File: src/rtl/meter_scheduler_if.sv
// Meter-side bus between the scheduler (master) and the voltage/current meter (slave).
interface meter_scheduler_if;
  logic        start;
  logic        busy;
  logic [11:0] data_v;
  logic [11:0] data_i;

  modport master (output start, input busy, input data_v, input data_i);
  modport slave  (input start, output busy, output data_v, output data_i);
endinterface

File: src/rtl/meter_scheduler.sv
// Schedules periodic and host-requested meter conversions, captures V/I results,
// and maintains watchdog, over-current and overrun sticky flags.
module meter_scheduler #(
  parameter int PERIOD_W       = 24,
  parameter int TIMEOUT_CYCLES = 1000000,
  parameter int ARM_WAIT       = 4
) (
  input  logic                clk,
  input  logic                rst,
  input  logic                enable,
  input  logic [PERIOD_W-1:0] period_cfg,
  input  logic                host_req,
  output logic                host_pending,
  input  logic [11:0]         i_limit,
  input  logic                ovc_clear,
  input  logic                err_clear,
  meter_scheduler_if.master   meter,
  output logic [11:0]         sample_v,
  output logic [11:0]         sample_i,
  output logic                sample_valid,
  output logic                sample_src,
  output logic                ovc_trip,
  output logic                timeout_err,
  output logic                overrun,
  output logic                sched_busy
);

  localparam int WD_MAX = (TIMEOUT_CYCLES > ARM_WAIT) ? TIMEOUT_CYCLES : ARM_WAIT;
  localparam int WD_W   = $clog2(WD_MAX + 1);
  localparam logic [WD_W-1:0] TO_LAST  = WD_W'(TIMEOUT_CYCLES - 1);
  localparam logic [WD_W-1:0] ARM_LAST = WD_W'(ARM_WAIT - 1);

  typedef enum logic [2:0] {IDLE, START, ARM, RUN, CAPTURE} state_t;

  state_t              state, state_n;
  logic                abort;
  logic                capture;
  logic                src;
  logic                pend_host, pend_per;
  logic [WD_W-1:0]     wdog;
  logic [PERIOD_W-1:0] per_cnt, per_eff;
  logic                tmr_run, expire;
  logic                sel_clear, clr_host, clr_per;

  // NOTE: state and all datapath registers use non-blocking assignments so every
  // always_ff block sees the pre-edge values of the others.
  always_ff @(posedge clk or posedge rst) begin
    if (rst) state <= IDLE;
    else     state <= state_n;
  end

  // NOTE: every variable gets a default first so no path through the case infers a latch.
  always_comb begin
    state_n = state;
    abort   = 1'b0;
    case (state)
      IDLE:    if (pend_host || pend_per) state_n = START;
      START:   state_n = ARM;
      ARM: begin
        if (meter.busy) state_n = RUN;
        else if (wdog == ARM_LAST) begin
          state_n = IDLE;
          abort   = 1'b1;
        end
      end
      RUN: begin
        if (!meter.busy) state_n = CAPTURE;
        else if (wdog == TO_LAST) begin
          state_n = IDLE;
          abort   = 1'b1;
        end
      end
      CAPTURE: state_n = IDLE;
      default: state_n = IDLE;
    endcase
  end

  always_comb begin
    meter.start  = (state == START);
    sched_busy   = (state != IDLE);
    capture      = (state == CAPTURE);
    host_pending = pend_host;
    sel_clear    = capture || abort;
    clr_host     = sel_clear && src;
    clr_per      = sel_clear && !src;
  end

  // A zero count means "not yet loaded"; it behaves exactly like a fresh load of
  // period_cfg, so reset needs no dependence on the period_cfg input.
  always_comb begin
    tmr_run = enable && (period_cfg != '0);
    per_eff = (per_cnt == '0) ? period_cfg : per_cnt;
    expire  = tmr_run && (per_eff <= PERIOD_W'(1));
  end

  always_ff @(posedge clk or posedge rst) begin
    if (rst) begin
      per_cnt   <= '0;
      pend_per  <= 1'b0;
      pend_host <= 1'b0;
      src       <= 1'b0;
      wdog      <= '0;
    end else begin
      if (!tmr_run)    per_cnt <= '0;
      else if (expire) per_cnt <= period_cfg;
      else             per_cnt <= per_eff - PERIOD_W'(1);

      if (!enable)      pend_per <= 1'b0;
      else if (expire)  pend_per <= 1'b1;
      else if (clr_per) pend_per <= 1'b0;

      if (host_req)      pend_host <= 1'b1;
      else if (clr_host) pend_host <= 1'b0;

      if (state == IDLE && state_n == START) src <= pend_host;

      case (state)
        START:   wdog <= '0;
        ARM:     wdog <= meter.busy ? '0 : wdog + WD_W'(1);
        RUN:     wdog <= wdog + WD_W'(1);
        default: wdog <= wdog;
      endcase
    end
  end

  // Sticky flags: a set in the same cycle as a clear wins.
  always_ff @(posedge clk or posedge rst) begin
    if (rst) begin
      sample_v     <= '0;
      sample_i     <= '0;
      sample_src   <= 1'b0;
      sample_valid <= 1'b0;
      ovc_trip     <= 1'b0;
      timeout_err  <= 1'b0;
      overrun      <= 1'b0;
    end else begin
      sample_valid <= capture;
      if (capture) begin
        sample_v   <= meter.data_v;
        sample_i   <= meter.data_i;
        sample_src <= src;
      end

      if (capture && (meter.data_i > i_limit)) ovc_trip <= 1'b1;
      else if (ovc_clear)                       ovc_trip <= 1'b0;

      if (abort)          timeout_err <= 1'b1;
      else if (err_clear) timeout_err <= 1'b0;

      if (expire && pend_per && !clr_per) overrun <= 1'b1;
      else if (err_clear)                 overrun <= 1'b0;
    end
  end

endmodule

File: src/flat_wrapper.sv
// flat-port wrapper written by rule: the top's interface ports become plain ports
module meter_scheduler_flat 
#(
  parameter int PERIOD_W       = 24,
  parameter int TIMEOUT_CYCLES = 1000000,
  parameter int ARM_WAIT       = 4
)
  (clk, rst, enable, period_cfg, host_req, host_pending, i_limit, ovc_clear, err_clear, sample_v, sample_i, sample_valid, sample_src, ovc_trip, timeout_err, overrun, sched_busy, meter_start, meter_busy, meter_data_v, meter_data_i);
  meter_scheduler_if meter_i ();
  input  logic clk;
  input  logic rst;
  input  logic enable;
  input  logic [PERIOD_W-1:0] period_cfg;
  input  logic host_req;
  output logic host_pending;
  input  logic [11:0] i_limit;
  input  logic ovc_clear;
  input  logic err_clear;
  output logic [11:0] sample_v;
  output logic [11:0] sample_i;
  output logic sample_valid;
  output logic sample_src;
  output logic ovc_trip;
  output logic timeout_err;
  output logic overrun;
  output logic sched_busy;
  output wire logic [$bits(meter_i.start)-1:0] meter_start;
  input wire logic [$bits(meter_i.busy)-1:0] meter_busy;
  input wire logic [$bits(meter_i.data_v)-1:0] meter_data_v;
  input wire logic [$bits(meter_i.data_i)-1:0] meter_data_i;
  assign meter_start = meter_i.start;
  assign meter_i.busy = meter_busy;
  assign meter_i.data_v = meter_data_v;
  assign meter_i.data_i = meter_data_i;
  meter_scheduler #(.PERIOD_W(PERIOD_W), .TIMEOUT_CYCLES(TIMEOUT_CYCLES), .ARM_WAIT(ARM_WAIT)) u_core (.clk(clk), .rst(rst), .enable(enable), .period_cfg(period_cfg), .host_req(host_req), .host_pending(host_pending), .i_limit(i_limit), .ovc_clear(ovc_clear), .err_clear(err_clear), .meter(meter_i), .sample_v(sample_v), .sample_i(sample_i), .sample_valid(sample_valid), .sample_src(sample_src), .ovc_trip(ovc_trip), .timeout_err(timeout_err), .overrun(overrun), .sched_busy(sched_busy));
endmodule
File: config.mk
export PLATFORM = sky130hd
export DESIGN_NAME = meter_scheduler_flat
export DESIGN_NICKNAME = d
export VERILOG_FILES = /design/src/rtl/meter_scheduler_if.sv /design/src/rtl/meter_scheduler.sv /design/src/flat_wrapper.sv
export SDC_FILE = /design/constraint.sdc
export NUM_CORES = 1
export LEC_CHECK = 0
export CORE_ASPECT_RATIO = 0.6
export CORE_MARGIN = 2
export CORE_UTILIZATION = 45
export CTS_CLUSTER_DIAMETER = 60
export DETAILED_ROUTE_END_ITERATION = 8
export GPL_ROUTABILITY_DRIVEN = 0
export PLACE_DENSITY = 0.71
export SETUP_SLACK_MARGIN = 0.3
export SLEW_MARGIN = 40
export SYNTH_ARGS = -nofsm -noshare
export SYNTH_HDL_FRONTEND = slang
export SYNTH_SLANG_ARGS = --single-unit
File: constraint.sdc
create_clock -name clk -period 4.4 [get_ports clk]
set_input_delay 0.44 -clock clk [delete_from_list [all_inputs] [get_ports clk]]
set_output_delay 0.44 -clock clk [all_outputs]
set_load 0.05 [all_outputs]
# After elaboration in Yosys (flattened, before gate mapping)
# Cells that the tools add are included.
[word_totals] reg_bits=79 in_bits=67 output_inout_bits=32 elab_cells=72
[classes] n_addsub=2 n_lt_le_gt_ge=2 eq_ne=8 n_mux=26 reduce_logical=21
[ops] cell="24-bit two-way mux" count=3
[ops] cell="20-bit one-hot mux with 3 select lines" count=1
[ops] cell="24-bit by 1-bit less-or-equal comparator with 1-bit output (second input constant)" count=1
[ops] cell="24-bit logical NOT" count=1
[ops] cell="24-bit nonzero test" count=1
[ops] cell="24-bit by 1-bit subtractor with 24-bit output (second input constant)" count=1
[ops] cell="20-bit by 1-bit adder with 20-bit output (second input constant)" count=1
[ops] cell="20-bit by 2-bit equality test with 1-bit output (second input constant)" count=1
[ops] cell="20-bit equality test (second input constant)" count=1
[ops] cell="20-bit two-way mux" count=1
[ops] cell="3-bit two-way mux" count=5
[ops] cell="1-bit two-way mux" count=14
[ops] cell="12-bit greater-than comparator" count=1
[ops] cell="3-bit one-hot mux with 4 select lines" count=1
[ops] cell="1-bit logical AND" count=8
[ops] cell="2-bit nonzero test" count=4
[ops] cell="3-bit by 1-bit equality test with 1-bit output (second input constant)" count=2
[ops] cell="3-bit by 2-bit equality test with 1-bit output (second input constant)" count=2
[ops] cell="3-bit nonzero test" count=2
[ops] cell="3-bit equality test (second input constant)" count=1
[ops] cell="3-bit logical NOT" count=1
[ops] cell="3-bit by 1-bit inequality test with 1-bit output (second input constant)" count=1
[ops] cell="1-bit logical NOT" count=2
[ops] cell="1-bit logical OR" count=2
[ops] cell="1-bit one-hot mux with 2 select lines" count=1

# Longest topological paths before layout
[logic_depth] ltp_word=9 mapped_depth=17 ltp_nobuf=12

# Worst setup path before layout
# No wires, ideal clock.
[synth_path] path_type="flip-flop to flip-flop" startpoint="register u_core.per_cnt[16]" endpoint="register u_core.per_cnt[2]" setup_ns=0.136 arrival_time_ns=3.495 required_ns=4.264 setup_slack_ns=0.769 path_stages_with_launch=16 n_path_buf=4 synth_period_minus_slack_ns=3.631 path_cell_list="dfrtp_1 > nor4_4 > nand4_4 > nor2_1 > clkbuf_1 > clkbuf_1 > a21oi_1 > inv_1 > ha_1 > o21bai_1 > nor4_1 > or4b_1 > buf_4 > buf_2 > o2111ai_1 > a21oi_1"
[synth_via] elab_chain_len=6 elab_cells_between_ends=7 classes_between="1 x add/sub; 1 x order compare; 3 x mux; 2 x reduce/logical"
[synth_rtl] item="start, declared" line_no="meter_scheduler.sv:41" source="logic [PERIOD_W-1:0] per_cnt, per_eff;"
[synth_rtl] item="start signal, assigned" line_no="meter_scheduler.sv:105" source="else if (expire) per_cnt <= period_cfg;"
[synth_rtl] item="start signal, assigned" line_no="meter_scheduler.sv:106" source="else per_cnt <= per_eff - PERIOD_W'(1);"
[synth_rtl] item="24-bit logical NOT" line_no="meter_scheduler.sv:92" source="per_eff = (per_cnt == '0) ? period_cfg : per_cnt;"
[synth_rtl] item="24-bit two-way mux *" line_no="meter_scheduler.sv:92"
[synth_rtl] item="24-bit by 1-bit less-or-equal comparator with 1-bit output" line_no="meter_scheduler.sv:93" source="expire = tmr_run && (per_eff <= PERIOD_W'(1));"
[synth_rtl] item="1-bit logical AND" line_no="meter_scheduler.sv:93"
[synth_rtl] item="24-bit two-way mux *" line_no="meter_scheduler.sv:105"
[synth_rtl] item="24-bit two-way mux *" line_no="meter_scheduler.sv:104" source="if (!tmr_run) per_cnt <= '0;"
# Mark *: on every way between the ends. The rest lies on a longest branch, timed or not.
# A chain may end at the register's enable or synchronous reset.

# Worst setup path after layout
[layout_path] startpoint="register u_core.per_cnt[8]" endpoint="register u_core.per_cnt[14]"
# Same word-level chain as after synthesis.

==> insert_results.sql <==
INSERT INTO impl_metrics (metric_group, metric, value, unit) VALUES
('clocking', 'hold_buffers', '0', ''),
('layout', 'final_net_count', '728', ''),
('flow_run', 'maxCapViolCount', '0', ''),
('synthesis', 'netlist_area_before_placement', '4920', 'um^2'),
('synthesis', 'async_flop_share', '100', '%'),
('pwr', 'peakVddDrop', '397', 'uV'),
('clocking', 'cts_max_path_buffers', '2', ''),
('global_routing', 'antenna_found_initial', '0', ''),
('synthesis', 'synthDistinctLibCells', '58', ''),
('synthesis', 'synth-warning-count', '0', ''),
('synthesis', 'postSynthCellCount', '549', ''),
('clocking', 'numCtsBuffers', '9', ''),
('clocking', 'cts_tree', 'built', ''),
('critical_path', 'worst_ep_required_time', '4.61', 'ns'),
('routing', 'drc', '0', ''),
('die', 'floorplan.initialDensity', '46.4', '%'),
('placed_design', 'dp.final_hpwl', '10600', 'um'),
('run_status', 'outcome', 'finished clean', ''),
('sta', 'setup_tns', '0', 'ns'),
('sta', 'hold_slack', '0.472', 'ns'),
('layout', 'seq_area', '1980', 'um^2'),
('sta', 'finalCriticalPeriod', '3.59', 'ns'),
('layout', 'drive_gt1_share', '10.8', '%'),
('clocking', 'clock_sinks', '79', ''),
('global_routing', 'grt_first_pass_wirelength', '23200', 'um'),
('sta', 'report.final.setup_viol', '0', ''),
('routing', 'dr.pass1.iters', '5', ''),
('critical_path', 'crit_fanout', '24', ''),
('global_routing', 'gr-usage-all-layers', '24.5', '%'),
('global_routing', 'grt_overflow', '0', ''),
('die', 'die_w', '139', 'um'),
('layout', 'fillers', '888', ''),
('pwr', 'p_per_area', '771', 'nW/um^2'),
('sta', 'final_max_slew_viol_count', '0', ''),
('sta', 'timing.fmax', '0.279', 'GHz'),
('die', 'design.die.area', '11800', 'um^2'),
('synthesis', 'synth.largest_area_cell', 'dfrtp_1', ''),
('die', 'design.core.area', '10600', 'um^2'),
('clocking', 'path_clk_slew', '0.06', 'ns'),
('sta', 'finalHoldViolCount', '0', ''),
('synthesis', 'synth_enable_flop_cells', '0', ''),
('die', 'design.portCount', '99', ''),
('sta', 'grt_setup_unrepaired', 'false', ''),
('synthesis', 'postSynthNetCount', '631', ''),
('synthesis', 'synth_largest_type_area_fraction', '40.2', '%'),
('pwr', 'power_leakage', '2.71', 'nW'),
('critical_path', 'crit_path_end_kind', 'flip-flop', ''),
('synthesis', 'part_of_the_yosys_area_used_for_sequential_elements', '40.2', '%'),
('sta', 'final.setup.worst_slack', '0.814', 'ns'),
('sta', 'slew_headroom', '48.4', '%'),
('routing', 'drt-initial-drc-count', '395', ''),
('placed_design', 'detailedPlace.worstSlack', '0.833', 'ns'),
('synthesis', 'postSynthAreaPerCell', '8.96', 'um^2'),
('routing', 'routedWlPerCell', '18.2', 'um'),
('sta', 'fin_worst_skew', '0.00732', 'ns'),
('synthesis', 'ys_dominant_reg_cell', 'dfrtp_1', ''),
('critical_path', 'critPathLaunchType', 'flip-flop', ''),
('layout', 'multi_input_area', '2790', 'um^2'),
('global_routing', 'pin_count_of_the_biggest_net_entering_global_routing', '49', ''),
('clocking', 'cts-resized-gates', '0', ''),
('global_routing', 'vias_in_the_first_global_route', '4468', ''),
('placed_design', 'buffer_ports.inserted', '98', ''),
('critical_path', 'cpMaxStageDelayCell', 'or4b_1', ''),
('routing', 'detailroute.via_count', '4715', ''),
('critical_path', 'top_cell_by_count_worst_path', 'a21oi_1', ''),
('die', 'std_cell_rows', '29', ''),
('clocking', 'clock_tree.root_cell', 'clkbuf_16', ''),
('critical_path', 'cp_data_arrival_time', '3.80', 'ns'),
('clocking', 'clk_latency', '0.34', 'ns'),
('routing', 'post_dr_vias_cell', '5.97', ''),
('routing', 'routed_wirelength', '14400', 'um');
## layout make-up
cell class                 count  share of cell area (%)
clock buffer                  11                    3.77
timing repair buffer         107                    16.3
multi-input combinational    427                    43.2
sequential                    79                    30.7
tap                          139                    2.70
inverter                      22                    1.36
clock inverter                 5                    2.00
## report_power, final
part           leakage, nW  switching, W  total [W]  internal, W
clock                0.180      0.000305   0.000934     0.000629
combinational         1.50       0.00177    0.00282      0.00105
sequential            1.03      0.000250    0.00121     0.000963
## synth_stat cells (4+ instances only)
| cell type | number |
|---|---|
| dfrtp_1 | 79 |
| nand2_1 | 65 |
| nor2_1 | 45 |
| o21ai_0 | 39 |
| a21oi_1 | 33 |
| mux2_2 | 26 |
| inv_1 | 22 |
| clkbuf_1 | 17 |
| nor3_1 | 17 |
| a31oi_1 | 15 |
| ha_1 | 15 |
| a21o_1 | 13 |
| nand3_1 | 12 |
| or3_1 | 12 |
| and3_1 | 11 |
| nor4_1 | 11 |
| nand4_1 | 10 |
| xor2_1 | 9 |
| or4_1 | 7 |
| o211ai_1 | 6 |
| and4_1 | 5 |
| nand2b_1 | 5 |
| o21ai_1 | 5 |
| a22oi_1 | 4 |
| and2_1 | 4 |
| mux2i_1 | 4 |
| nor2b_1 | 4 |
## per-layer routing
| metal | wire (um) | GRT usage [%] | share of wire (%) | up-vias |
|---|---|---|---|---|
| met3 | 1240 | 7.84 | 8.7 | 18 |
| met1 | 7070 | 36.9 | 49 | 2252 |
| met4 | 133 | 5.42 | 0.93 | 0 |
| met2 | 5900 | 34.3 | 41 | 228 |
| li1 | - | - | - | 2217 |
| met5 | 0 | 0 | 0 | - |
## sequential cells by signal, summed over array words and instances, names as in the netlist
signal	cells
u_core.sample_i	12
u_core.sample_valid	1
u_core.per_cnt	24
u_core.sample_v	12
u_core.timeout_err	1
u_core.wdog	20
u_core.overrun	1
u_core.src	1
u_core.host_pending	1
u_core.pend_per	1
u_core.ovc_trip	1
u_core.sample_src	1
u_core.state	3
## logic make-up (layout without fill, tap and decap cells)
family	after synthesis	after routing	share of synthesized area [%]
flip-flops	79	79	40.2
adder cells (fa/ha/maj)	15	15	3.81
AND/OR/NAND/NOR	229	229	25.6
buffers and inverters	43	145	3.43
XOR/XNOR	12	12	2.14
AO/OA/AOI/OAI	141	141	18.1
multiplexers	30	30	6.77
## worst paths after layout
kind | startpoint | endpoint | slack, ns | depth (start not counted)
min reg2reg | u_core.sample_i[9] | u_core.sample_i[9] | 0.51 | 1
max | u_core.per_cnt[8] | u_core.per_cnt[14] | 0.81 | 13
min | rst | u_core.sample_v[11] | 0.47 | 2
max reg2reg | u_core.per_cnt[8] | u_core.per_cnt[14] | 0.81 | 13
min in group clk | u_core.sample_i[9] | u_core.sample_i[9] | 0.51 | 1
max in group asynchronous | rst | u_core.per_cnt[14] | 3.12 | 3
## worst max-delay path, delay by kind of cell (launching register included)
family                     cells  cell delay, ns
buffers and inverters          2            0.37
adders and majority gates      1            0.14
DFF                            1            0.47
and+or+nand+nor                5            1.90
AOI/OAI and AO/OA              5            0.55
## through the flow
| step | area (um^2) | cells | power [W] |
|---|---|---|---|
| 3_3_place_gp | 6060 | 774 | 0.00389 |
| 5_1_grt | 6440 | 790 | 0.00525 |
| 4_1_cts | 6440 | 790 | 0.00493 |
| 2_1_floorplan | 4920 | 549 | 0.00315 |
| 6_report | 6440 | 790 | 0.00497 |
| 3_5_place_dp | 6070 | 774 | 0.00398 |
## placed cells by master, fill, tap and decap left out, types with 11 or more instances in the layout
| cell type | count |
|---|---|
| a21o_1 | 13 |
| a21oi_1 | 33 |
| a31oi_1 | 15 |
| and3_1 | 11 |
| clkdlybuf4s50_1 | 98 |
| dfrtp_1 | 79 |
| ha_1 | 15 |
| inv_1 | 21 |
| mux2_2 | 26 |
| nand2_1 | 65 |
| nand3_1 | 12 |
| nor2_1 | 43 |
| nor3_1 | 17 |
| nor4_1 | 11 |
| o21ai_0 | 39 |
| or3_1 | 12 |
Note: power is estimated with default switching activity, not from simulation.
